<file path="src/rtl/vga_map_scan.sv">
// vga_map_scan: 640x480@60 VGA scan generator with a camera-scrolled map window.
// Define VGA_MAP_FLIP_Y_EN to make map y count upward from the window's bottom row.
module vga_map_scan #(
    parameter int CLK_DIV      = 4,
    parameter int MAP_ORIGIN_X = 270,
    parameter int MAP_ORIGIN_Y = 190,
    parameter int MAP_WIDTH_X  = 100,
    parameter int MAP_WIDTH_Y  = 100
) (
    input  logic       clk,
    input  logic       rst,
    input  logic [9:0] cam_x,
    input  logic [9:0] cam_y,
    output logic       hsync,
    output logic       vsync,
    output logic       video_on,
    output logic [9:0] map_x,
    output logic [9:0] map_y,
    output logic       map_on,
    output logic [9:0] pixel_x,
    output logic [9:0] pixel_y,
    output logic       frame_start
);

    localparam int DIV_W = (CLK_DIV > 1) ? $clog2(CLK_DIV) : 1;
    localparam logic [DIV_W-1:0] DIV_LAST = DIV_W'(CLK_DIV - 1);

    localparam logic [10:0] X_LO  = 11'(MAP_ORIGIN_X);
    localparam logic [10:0] X_HI  = 11'(MAP_ORIGIN_X + MAP_WIDTH_X);
    localparam logic [10:0] Y_LO  = 11'(MAP_ORIGIN_Y);
    localparam logic [10:0] Y_HI  = 11'(MAP_ORIGIN_Y + MAP_WIDTH_Y);
    localparam logic [10:0] Y_BOT = 11'(MAP_ORIGIN_Y + MAP_WIDTH_Y - 1);

    logic [DIV_W-1:0] div_q, div_d;
    logic [9:0]       h_cnt_q, h_cnt_d;
    logic [9:0]       v_cnt_q, v_cnt_d;
    logic [9:0]       cam_x_q, cam_x_d;
    logic [9:0]       cam_y_q, cam_y_d;
    logic             pix_tick;
    logic             frame_end;

    logic             hsync_q, vsync_q, video_on_q, map_on_q, frame_start_q;
    logic [9:0]       map_x_q, map_y_q, pixel_x_q, pixel_y_q;

    logic [10:0]      h_ext, v_ext, mx_sum, my_sum;
    logic             vis_c, in_win_c;
    logic             unused_bits;

    assign pix_tick  = (div_q == DIV_LAST);
    assign frame_end = pix_tick && (h_cnt_q == 10'd799) && (v_cnt_q == 10'd524);

    always_comb begin
        div_d   = pix_tick ? '0 : div_q + 1'b1;
        h_cnt_d = h_cnt_q;
        v_cnt_d = v_cnt_q;
        cam_x_d = cam_x_q;
        cam_y_d = cam_y_q;
        if (pix_tick) begin
            if (h_cnt_q == 10'd799) begin
                h_cnt_d = '0;
                v_cnt_d = (v_cnt_q == 10'd524) ? '0 : v_cnt_q + 10'd1;
            end else begin
                h_cnt_d = h_cnt_q + 10'd1;
            end
        end
        // The camera offset is sampled only at the frame boundary so a frame never tears.
        if (frame_end) begin
            cam_x_d = cam_x;
            cam_y_d = cam_y;
        end
    end

    always_ff @(posedge clk or posedge rst) begin
        if (rst) begin
            div_q   <= '0;
            h_cnt_q <= '0;
            v_cnt_q <= '0;
            cam_x_q <= '0;
            cam_y_q <= '0;
        end else begin
            div_q   <= div_d;
            h_cnt_q <= h_cnt_d;
            v_cnt_q <= v_cnt_d;
            cam_x_q <= cam_x_d;
            cam_y_q <= cam_y_d;
        end
    end

    always_comb begin
        h_ext    = {1'b0, h_cnt_q};
        v_ext    = {1'b0, v_cnt_q};
        vis_c    = (h_cnt_q < 10'd640) && (v_cnt_q < 10'd480);
        in_win_c = vis_c && (h_ext >= X_LO) && (h_ext < X_HI)
                         && (v_ext >= Y_LO) && (v_ext < Y_HI);
        mx_sum   = h_ext - X_LO + {1'b0, cam_x_q};
`ifdef VGA_MAP_FLIP_Y_EN
        my_sum   = Y_BOT - v_ext + {1'b0, cam_y_q};
`else
        my_sum   = v_ext - Y_LO + {1'b0, cam_y_q};
`endif
    end

    assign unused_bits = ^{mx_sum[10], my_sum[10], Y_BOT[0]};

    // Outputs are re-registered every clk from the counters, giving one clk of latency.
    always_ff @(posedge clk or posedge rst) begin
        if (rst) begin
            hsync_q       <= 1'b1;
            vsync_q       <= 1'b1;
            video_on_q    <= 1'b0;
            map_on_q      <= 1'b0;
            frame_start_q <= 1'b0;
            map_x_q       <= '0;
            map_y_q       <= '0;
            pixel_x_q     <= '0;
            pixel_y_q     <= '0;
        end else begin
            hsync_q       <= !((h_cnt_q >= 10'd656) && (h_cnt_q <= 10'd751));
            vsync_q       <= !((v_cnt_q >= 10'd490) && (v_cnt_q <= 10'd491));
            video_on_q    <= vis_c;
            map_on_q      <= in_win_c;
            frame_start_q <= frame_end;
            map_x_q       <= in_win_c ? mx_sum[9:0] : 10'd0;
            map_y_q       <= in_win_c ? my_sum[9:0] : 10'd0;
            pixel_x_q     <= h_cnt_q;
            pixel_y_q     <= v_cnt_q;
        end
    end

    assign hsync       = hsync_q;
    assign vsync       = vsync_q;
    assign video_on    = video_on_q;
    assign map_on      = map_on_q;
    assign frame_start = frame_start_q;
    assign map_x       = map_x_q;
    assign map_y       = map_y_q;
    assign pixel_x     = pixel_x_q;
    assign pixel_y     = pixel_y_q;

endmodule

</file>
<file path="config.mk">
export PLATFORM = sky130hd
export DESIGN_NAME = vga_map_scan
export DESIGN_NICKNAME = d
export VERILOG_FILES = /design/src/rtl/vga_map_scan.sv
export SDC_FILE = /design/constraint.sdc
export NUM_CORES = 1
export LEC_CHECK = 0
export CORE_MARGIN = 8
export CORE_UTILIZATION = 30
export CTS_CLUSTER_DIAMETER = 100
export CTS_CLUSTER_SIZE = 8
export DETAILED_ROUTE_END_ITERATION = 12
export PLACE_DENSITY = 0.56
export SLEW_MARGIN = 15
export SYNTH_ARGS = -nofsm -noshare
export SYNTH_HDL_FRONTEND = slang
export SYNTH_SLANG_ARGS = --single-unit
</file>
<file path="constraint.sdc">
create_clock -name clk -period 10.17 [get_ports clk]
set_input_delay 3.051 -clock clk [delete_from_list [all_inputs] [get_ports clk]]
set_output_delay 3.051 -clock clk [all_outputs]
set_load 0.03 [all_outputs]
</file>
# After elaboration in Yosys (flattened, before gate mapping)
# Index checks and enable logic that the tools add are counted.
# word_totals
elab_cells	51
reg_bits	87
input_bits	22
output_inout_bits	45
# classes
addsub	7
n_mux	5
order_cmp	10
reduce_logical	12
n_eq_ne	3
# op_table
operator	count
two-way mux 10 bit	4
< comparator 10 x 9 -> 1 bit, second input constant	3
adder 10 x 1 -> 10 bit, second input constant	2
adder 10 bit	2
equality test 10 bit, second input constant	2
>= comparator 10 x 9 -> 1 bit, second input constant	2
>= comparator 10 bit, second input constant	1
>= comparator 10 x 8 -> 1 bit, second input constant	1
<= comparator 10 bit, second input constant	1
<= comparator 10 x 9 -> 1 bit, second input constant	1
< comparator 10 bit, second input constant	1
subtractor 10 x 8 -> 10 bit, second input constant	1
subtractor 10 x 9 -> 10 bit, second input constant	1
logical AND 1 bit	9
adder 2 x 1 -> 2 bit, second input constant	1
equality test 2 bit, second input constant	1
logical NOT 1 bit	2
two-way mux 2 bit	1
AND reduction 2 bit	1

# Longest topological paths before layout
# Gate-level depths: netlist of the first run.
# depth
word_depth	7
depth_mapped	11
mapped_depth_nobuf	11

# Least setup slack after synthesis of the first run
# Ideal clock, no wire load.
# synth_timing
kind	reg-to-output
start	register hsync_q (netlist: hsync)
end	output hsync
required_time_ns	7.119
path_stages_with_launch	1
path_slack_ns	6.531
arrival_time_ns	0.588
n_path_buf	0
path_cell_list	dfstp_2
# synth_lines
item	line	source
from (decl)	42	logic hsync_q, vsync_q, video_on_q, map_on_q, frame_start_q;
from (signal assigned)	118	hsync_q <= !((h_cnt_q >= 10'd656) && (h_cnt_q <= 10'd751));
to (decl)	14	output logic hsync,
# No word-level cell between the ends.

# Worst setup path after layout of the first run
# layout_timing
start	register hsync_q (netlist: hsync)
end	output hsync
# No word-level cell between the ends.

==> impl_metrics.toml, run 1 <==
[run_status]
status = "complete, no violations"

[clock_tree]
cts_tree = "built"
root_buffer = "clkbuf_16"
htree_levels = 3
post_cts_buffers = 0
cts_resized = 0
clock_tree.buffer_depth = 2
insertion_delay_ns = 0.34
clock-sinks = 87
hold_buffers = 0
cts_made_buffers = 9
clk_pin_slew_worst_paths_ns = 0.06

[critical_path]
cp_max_fo = 1
worstSetupPathType = "register to output pin"
r2r_cells = 11
reg2reg_slack_ns = 7.57
crit_family = "buffers and inverters"
worst-path-buf-inv = 1
required_ns = 7.12
crit_slowest_cell = "clkdlybuf4s50_1"
r2r_end = "map_y[9]"
reg2reg_from = "v_cnt_q[1]"
critPathLaunchType = "register"
crit_start = "hsync"
critPathArrivalTime_ns = 1.51
cp-end-kind = "output pin"
path_cells = "clkdlybuf4s50_1"
slowest_delay_ns = 0.66

[sta]
timing.slew.headroom = 0.3285
setup_violations = 0
whs_ns = 0.4476
hold_viol_final = 0
post-route-period-util = 0.4481
fmax_mhz = 219.4
post-route-min-period_ns = 4.557
slew_violations = 0
setup_ws_ns = 5.613
grt_setup_unrepaired = "no"
tightest_slew_ns = 1.004
setup_tns_ns = 0
skew_ns = 0.006775

[drt]
ant_nets = 0
wirelength_mm = 9.323
post-route-drc-count = 0
via_count = 2922
first_iter_violations = 165
first_pass_iters = 4
wl_per_cell_um = 14.68
routed_via_density = 4.602

[yosys]
ys_seq_area_frac = 0.5180
synth_seq_cells = 87
synth_cell_types = 46
synth_nets = 439
ys_warn_count = 0
syn_inst = 376
synth-main-ff-cell = "dfrtp_1"
async_flop_share = 1.000
synth_area_mm2 = 0.004208
avgSynthCellArea_um2 = 11.19
synth_edf_count = 0

[power_and_ir_drop]
power_uw = 713.2
peakVddDrop_uv = 69.15
leakagePower_nw = 2.489
power.density_mw_per_mm2 = 132.5

[floorplanning]
core_mm2 = 0.01377
rows = 43
die_y_um = 134.4
die_w_um = 134.4
ios = 67
initial_utilization = 0.3055
die_area_mm2 = 0.01807

[final_layout]
diodes = 0
syn2layout_area_growth_pct = 27.92
fillCellCount = 1386
fin_cells = 635
layout_commonest_cell = "dfrtp_1"
finalInstanceArea_mm2 = 0.005383
drive_gt1_frac = 0.09451
final_cell_mix = "85 x dfrtp_1, 66 x clkdlybuf4s50_1, 44 x inv_1"
final_util = 0.3908
nets = 513

[hold_path]
hold_end = "div_q[0]"
worstHoldStart = "div_q[0]"
whs_path_depth = 1
worstHoldPathType = "register to register"

[placed_design]
pre_cts_ws_ns = 5.661
io_buffers = 66
gp_congestion = 0.8218
placedInstanceArea_mm2 = 0.005081
dp.final_hpwl_mm = 6.821
dp.cells = 619

[global_route]
grt_max_degree = 88
gr-max-usage-layer = "met2"
met1_usage = 0.1409
use_met3 = 0.03478
grt_pass1_vias = 2989
gr-total-overflow = 0
grt_use_met2 = 0.1648
grt_usage = 0.1079
grt_pass1_wl_mm = 15.50
antenna_found_initial = 0

[job]
cap_violations = 0
==> sequential cells by signal, indices dropped and copies added (netlist names), 10 cells and up <==
signal and count:
h_cnt_q 10, pixel_x 10, cam_x_q 10, cam_y_q 10
pixel_y 10, v_cnt_q 10, map_y 10, map_x 10
==> power breakdown <==
group	leakage (nW)	internal [mW]	switching, mW	total, mW
registers	1.11	0.349	0.00180	0.350
clock network	0.142	0.191	0.138	0.328
logic	1.24	0.0178	0.0170	0.0347
total	2.49	0.557	0.156	0.713
==> logic make-up after synthesis <==
family / synth area share
buffers and inverters: 0.04966
adders and majority gates: 0.1255
xor gates and xnor gates: 0.05204
AOI/OAI and AO/OA: 0.08088
muxes: 0.04549
and+or+nand+nor: 0.1285
DFF: 0.5180
==> cell usage after synthesis, drive strengths merged (2+ instances only) <==
library cell,instances,area share
dfrtp,85,0.51
inv,45,0.040
ha,39,0.12
nor2,36,0.032
o21ai,21,0.025
xnor2,19,0.040
nand3,15,0.018
mux2,14,0.045
nand2,14,0.014
a21oi,10,0.012
nor3,10,0.012
nand4,9,0.017
xor2,6,0.012
a211oi,4,0.0071
a21o,4,0.0071
buf,4,0.0068
a31oi,3,0.0045
nand2b,3,0.0045
or3,3,0.0045
a22o,2,0.0042
and3,2,0.0030
clkbuf,2,0.0018
dfstp,2,0.012
fa,2,0.0095
nand4b,2,0.0042
nor2b,2,0.0030
nor4,2,0.0080
o21a,2,0.0036
o21bai,2,0.0036
o31a,2,0.0042
==> how the worst max path moves through the flow <==
stage,endpoint,slack [ns],depth (start not counted)
6_report,hsync,5.61,1
3_5_place_dp,cam_x_q[3],5.66,3
5_1_grt,vsync,5.57,1
3_3_place_gp,cam_x_q[2],5.70,3
2_1_floorplan,cam_x_q[0],4.87,1
4_1_cts,hsync,5.59,1
==> cell type report <==
type | count | area, um2 | share of cell area
sequential | 87 | 2180 | 0.4049
multi-input combinational | 237 | 1819 | 0.3380
timing repair buffer | 69 | 686.9 | 0.1276
clock buffer | 9 | 225.2 | 0.04184
tap | 180 | 225.2 | 0.04184
inverter | 46 | 173.9 | 0.03231
clock inverter | 7 | 72.57 | 0.01348
==> metal layers <==
metal	vias to the layer above	wire length [um]
met1	1393	4338
met5	-	0
met2	93	4326
met4	0	70
met3	4	589
li1	1432	-
Note: power is estimated with default switching activity, not from simulation.
==> inputs of run 2 (changes only) <==
- clock period: 10.17 -> 4.67 ns (I/O delays scaled with it)
==> run 2 against run 1 <==
  * Critical path depth stayed put
  * Flip-flop and latch count stayed put
  * Clock-buffer cell count is 2 higher
  * Largest cell class unchanged
==> impl_metrics.toml, run 2 (synthesis gave the netlist of run 1 again) <==
[run_status]
status = "complete, no violations"

[sta]
skew_ns = 0.007710
tightest_slew_ns = 0.9962
setup_tns_ns = 0
hold_viol_final = 0
slew_violations = 0
timing.slew.headroom = 0.3339
post-route-period-util = 0.6255
fmax_mhz = 342.3
post-route-min-period_ns = 2.921
setup_violations = 0
grt_setup_unrepaired = "no"

[floorplanning]
ios = 67
initial_utilization = 0.3055
die_y_um = 134.4
die_w_um = 134.4
rows = 43
core_mm2 = 0.01377
die_area_mm2 = 0.01807

[critical_path]
cp_max_fo = 1
worstSetupPathType = "register to output pin"
critPathLaunchType = "register"
critPathArrivalTime_ns = 1.52
crit_slowest_cell = "clkdlybuf4s50_1"
worst-path-buf-inv = 1
required_ns = 3.27
slowest_delay_ns = 0.66
crit_family = "buffers and inverters"
path_cells = "clkdlybuf4s50_1"
cp-end-kind = "output pin"

[placed_design]
dp.cells = 620
gp_congestion = 0.8057
io_buffers = 66
placedInstanceArea_mm2 = 0.005089
dp.final_hpwl_mm = 7.070

[final_layout]
nets = 514
finalInstanceArea_mm2 = 0.005420
diodes = 0
fillCellCount = 1388
final_cell_mix = "85 x dfrtp_1, 66 x clkdlybuf4s50_1, 44 x inv_1"
syn2layout_area_growth_pct = 28.81
drive_gt1_frac = 0.09649
fin_cells = 636
layout_commonest_cell = "dfrtp_1"

[power_and_ir_drop]
p_comb_frac = 0.047
power.density_mw_per_mm2 = 299.2
power.net_switching_uw = 326.0
swShare = 0.2010
p_int_mw = 1.296
power_frac_clock = 0.482
peakVddDrop_uv = 157.9
power_mw = 1.622
leakagePower_nw = 2.517
seqPwrFrac = 0.470

[clock_tree]
root_buffer = "clkbuf_16"
cts_resized = 0
clock_tree.buffer_depth = 2
htree_levels = 3
post_cts_buffers = 0
clock-sinks = 87
hold_buffers = 0
clk_pin_slew_worst_paths_ns = 0.06
cts_made_buffers = 9
insertion_delay_ns = 0.34
cts_tree = "built"

[global_route]
grt_usage = 0.1099
gr-total-overflow = 0
grt_max_degree = 32
grt_pass1_wl_mm = 15.71
grt_pass1_vias = 3085
antenna_found_initial = 0

[job]
cap_violations = 0

[drt]
via_count = 2967
ant_nets = 0
routed_via_density = 4.665
wirelength_mm = 9.317
first_iter_violations = 234
first_pass_iters = 5
post-route-drc-count = 0
wl_per_cell_um = 14.65

[hold_path]
worstHoldPathType = "register to register"
==> run 2: cell count changes in the layout (fill, tap and decap cells not counted) <==
cell / previous run / this run
clkinv_4: 1 / 0
buf_6: 1 / 0
bufinv_16: 1 / 2
clkbuf_8: 0 / 2
clkinvlp_4: 2 / 0
buf_4: 2 / 4
==> run 2: per-layer routing <==
| metal | GRT usage | share of wire |
|---|---|---|
| met5 | 0 | 0 |
| met4 | 0.03805 | 0.014 |
| met3 | 0.03366 | 0.064 |
| met2 | 0.1673 | 0.45 |
| met1 | 0.1443 | 0.47 |
==> run 2: path summary, 6_finish.rpt <==
check / from / end / slack, ns / depth (start not counted)
worst max-delay path: vsync / vsync / 1.75 / 1
worst min-delay path: div_q[0] / div_q[0] / 0.43 / 1
worst max register to register: v_cnt_q[1] / map_y[9] / 2.09 / 11
worst min register to register: div_q[0] / div_q[0] / 0.43 / 1
max in group asynchronous: rst / hsync / 2.48 / 3
min in group asynchronous: rst / pixel_y[3] / 1.40 / 2
==> run 2: power by group through the flow <==
stage | registers (mW) | clock network (mW) | logic, mW
final | 0.763 | 0.782 | 0.0766
after detailed placement | 0.776 | 0 | 0.0781
after global placement | 0.776 | 0 | 0.0768
after global routing | 0.763 | 0.831 | 0.0868
after CTS | 0.763 | 0.800 | 0.0787
after floorplan | 0.775 | 0 | 0.0469
==> run 2: final cells by class <==
class / count / area, um2 / share of cell area
Sequential cell: 87 / 2180 / 0.4021
Timing Repair Buffer: 70 / 690.7 / 0.1274
Tap cell: 180 / 225.2 / 0.04155
Multi-Input combinational cell: 237 / 1819 / 0.3356
Clock buffer: 11 / 252.7 / 0.04663
Inverter: 46 / 173.9 / 0.03209
Clock inverter: 5 / 78.83 / 0.01454
==> run 2: metrics by stage <==
step	util	setup WS [ns]	hold WS (ns)
global placement	0.3695	2.087	0.4139
global route	0.3935	1.709	0.4664
CTS	0.3935	1.728	0.4300
finish	0.3935	1.749	0.4269
detailed placement	0.3695	2.056	0.4206
floorplan	-	1.022	0.4031
==> inputs of run 3 (changes only) <==
- clock period: 4.67 -> 2.77 ns (I/O delays scaled with it)
==> run 3 against run 2 <==
  * Clock skew is 0.0035 ns higher
  * Die area unchanged
  * Critical path depth is 10 higher
==> impl_metrics.toml, run 3 (synthesis gave the netlist of run 1 again) <==
[final_layout]
drive_gt1_frac = 0.1002
nets = 517
diodes = 0
layout_commonest_cell = "dfrtp_1"
finalInstanceArea_mm2 = 0.005487
fillCellCount = 1415
syn2layout_area_growth_pct = 30.39
final_util = 0.3983
final_cell_mix = "85 x dfrtp_1, 66 x clkdlybuf4s50_1, 44 x inv_1"

[sta]
grt_setup_unrepaired = "no"
whs_ns = 0.4243
post-route-period-util = 0.8964
skew_ns = 0.01121
tightest_slew_ns = 0.5817
post-route-min-period_ns = 2.483
setup_violations = 0
hold_viol_final = 0
fmax_mhz = 402.8
setup_tns_ns = 0
timing.slew.headroom = 0.6114
slew_violations = 0

[power_and_ir_drop]
power.density_mw_per_mm2 = 514.2
peakVddDrop_uv = 253.3
power.net_switching_uw = 563.8
power_mw = 2.821
p_comb_frac = 0.048
power_frac_clock = 0.496
seqPwrFrac = 0.456
swShare = 0.1999
p_int_mw = 2.257
leakagePower_nw = 2.532

[hold_path]
worstHoldStart = "div_q[0]"
worstHoldPathType = "register to register"

[global_route]
grt_use_met2 = 0.1681
antenna_found_initial = 0
grt_max_degree = 36
grt_usage = 0.1116
grt_pass1_vias = 3104
use_met3 = 0.02954
met1_usage = 0.1437
gr-max-usage-layer = "met2"
gr-total-overflow = 0
grt_pass1_wl_mm = 15.81

[critical_path]
crit_family = "adder cells"
cp_max_fo = 6
crit_slowest_cell = "dfrtp_1"
slowest_delay_ns = 0.44
worst-path-buf-inv = 3
cp-end-kind = "register"
cpMostUsedCell = "inv_1"
reg2reg_from = "v_cnt_q[1]"
worstSetupPathType = "register to register"
critPathLaunchType = "register"
reg2reg_slack_ns = 0.29
required_ns = 2.99
path_cells = "inv_1 > ha_1 > inv_1 > ha_1 > inv_1 > fa_1 > nand2b_1 > a21oi_1 > a21oi_1 > xnor2_1 > nor2_1"
crit_start = "v_cnt_q[1]"
critPathArrivalTime_ns = 2.70

[drt]
routed_via_density = 4.648
first_iter_violations = 106
first_pass_iters = 4
wirelength_mm = 9.496
ant_nets = 0
post-route-drc-count = 0
via_count = 2970
wl_per_cell_um = 14.86

[run_status]
status = "complete, no violations"

[clock_tree]
htree_levels = 3
clock-sinks = 87
insertion_delay_ns = 0.35
root_buffer = "clkbuf_16"
post_cts_buffers = 0
hold_buffers = 0
clock_tree.buffer_depth = 2
cts_tree = "built"
clk_pin_slew_worst_paths_ns = 0.06
cts_made_buffers = 9
cts_resized = 0

[floorplanning]
ios = 67
die_area_mm2 = 0.01807
core_mm2 = 0.01377
rows = 43
initial_utilization = 0.3055
die_y_um = 134.4
die_w_um = 134.4

[job]
cap_violations = 0

[placed_design]
io_buffers = 66
placedInstanceArea_mm2 = 0.005139
dp.final_hpwl_mm = 7.148
gp_congestion = 0.8285
## run 3: cell types whose count changed in the layout (fill, tap and decap cells not counted), sizes merged
cell and delta:
bufinv +1, inv -1, clkinvlp +3, clkinv -3, buf +3
## run 3: through the flow
step / setup slack (ns) / std cells
final: 0.2871 / 639
after global routing: 0.07874 / 639
after CTS: 0.3068 / 639
after global placement: 0.4330 / 623
after floorplan: 0.5683 / 376
after detailed placement: 0.3163 / 623
## run 3: metal layers
| layer | wire length [um] | share of wire |
|---|---|---|
| met1 | 4591 | 0.48 |
| met3 | 472 | 0.050 |
| met4 | 249 | 0.026 |
| met5 | 0 | 0 |
| met2 | 4183 | 0.44 |
## run 3: final timing paths
kind                                   end  cells after the start
worst max-delay path              map_y[9]                     11
worst min-delay path              div_q[0]                      1
worst max register to register    map_y[9]                     11
worst min register to register    div_q[0]                      1
max in group asynchronous            hsync                      3
min in group asynchronous       v_cnt_q[5]                      2
## run 3: final cells by class
class                      instances  area, um2  share of cell area
multi-input combinational        237       1819              0.3316
clock inverter                     5      105.1             0.01916
timing repair buffer              73      738.2              0.1345
tap                              180      225.2             0.04105
inverter                          46      176.4             0.03216
sequential                        87       2180              0.3973
clock buffer                      11      242.7             0.04424
## run 3: power groups by stage
| stage | Sequential, mW | Clock (mW) | Combinational, mW |
|---|---|---|---|
| after detailed placement | 1.31 | 0 | 0.140 |
| after CTS | 1.29 | 1.43 | 0.141 |
| after global routing | 1.29 | 1.49 | 0.153 |
| after global placement | 1.31 | 0 | 0.136 |
| after floorplan | 1.31 | 0 | 0.0794 |
| final | 1.29 | 1.40 | 0.136 |
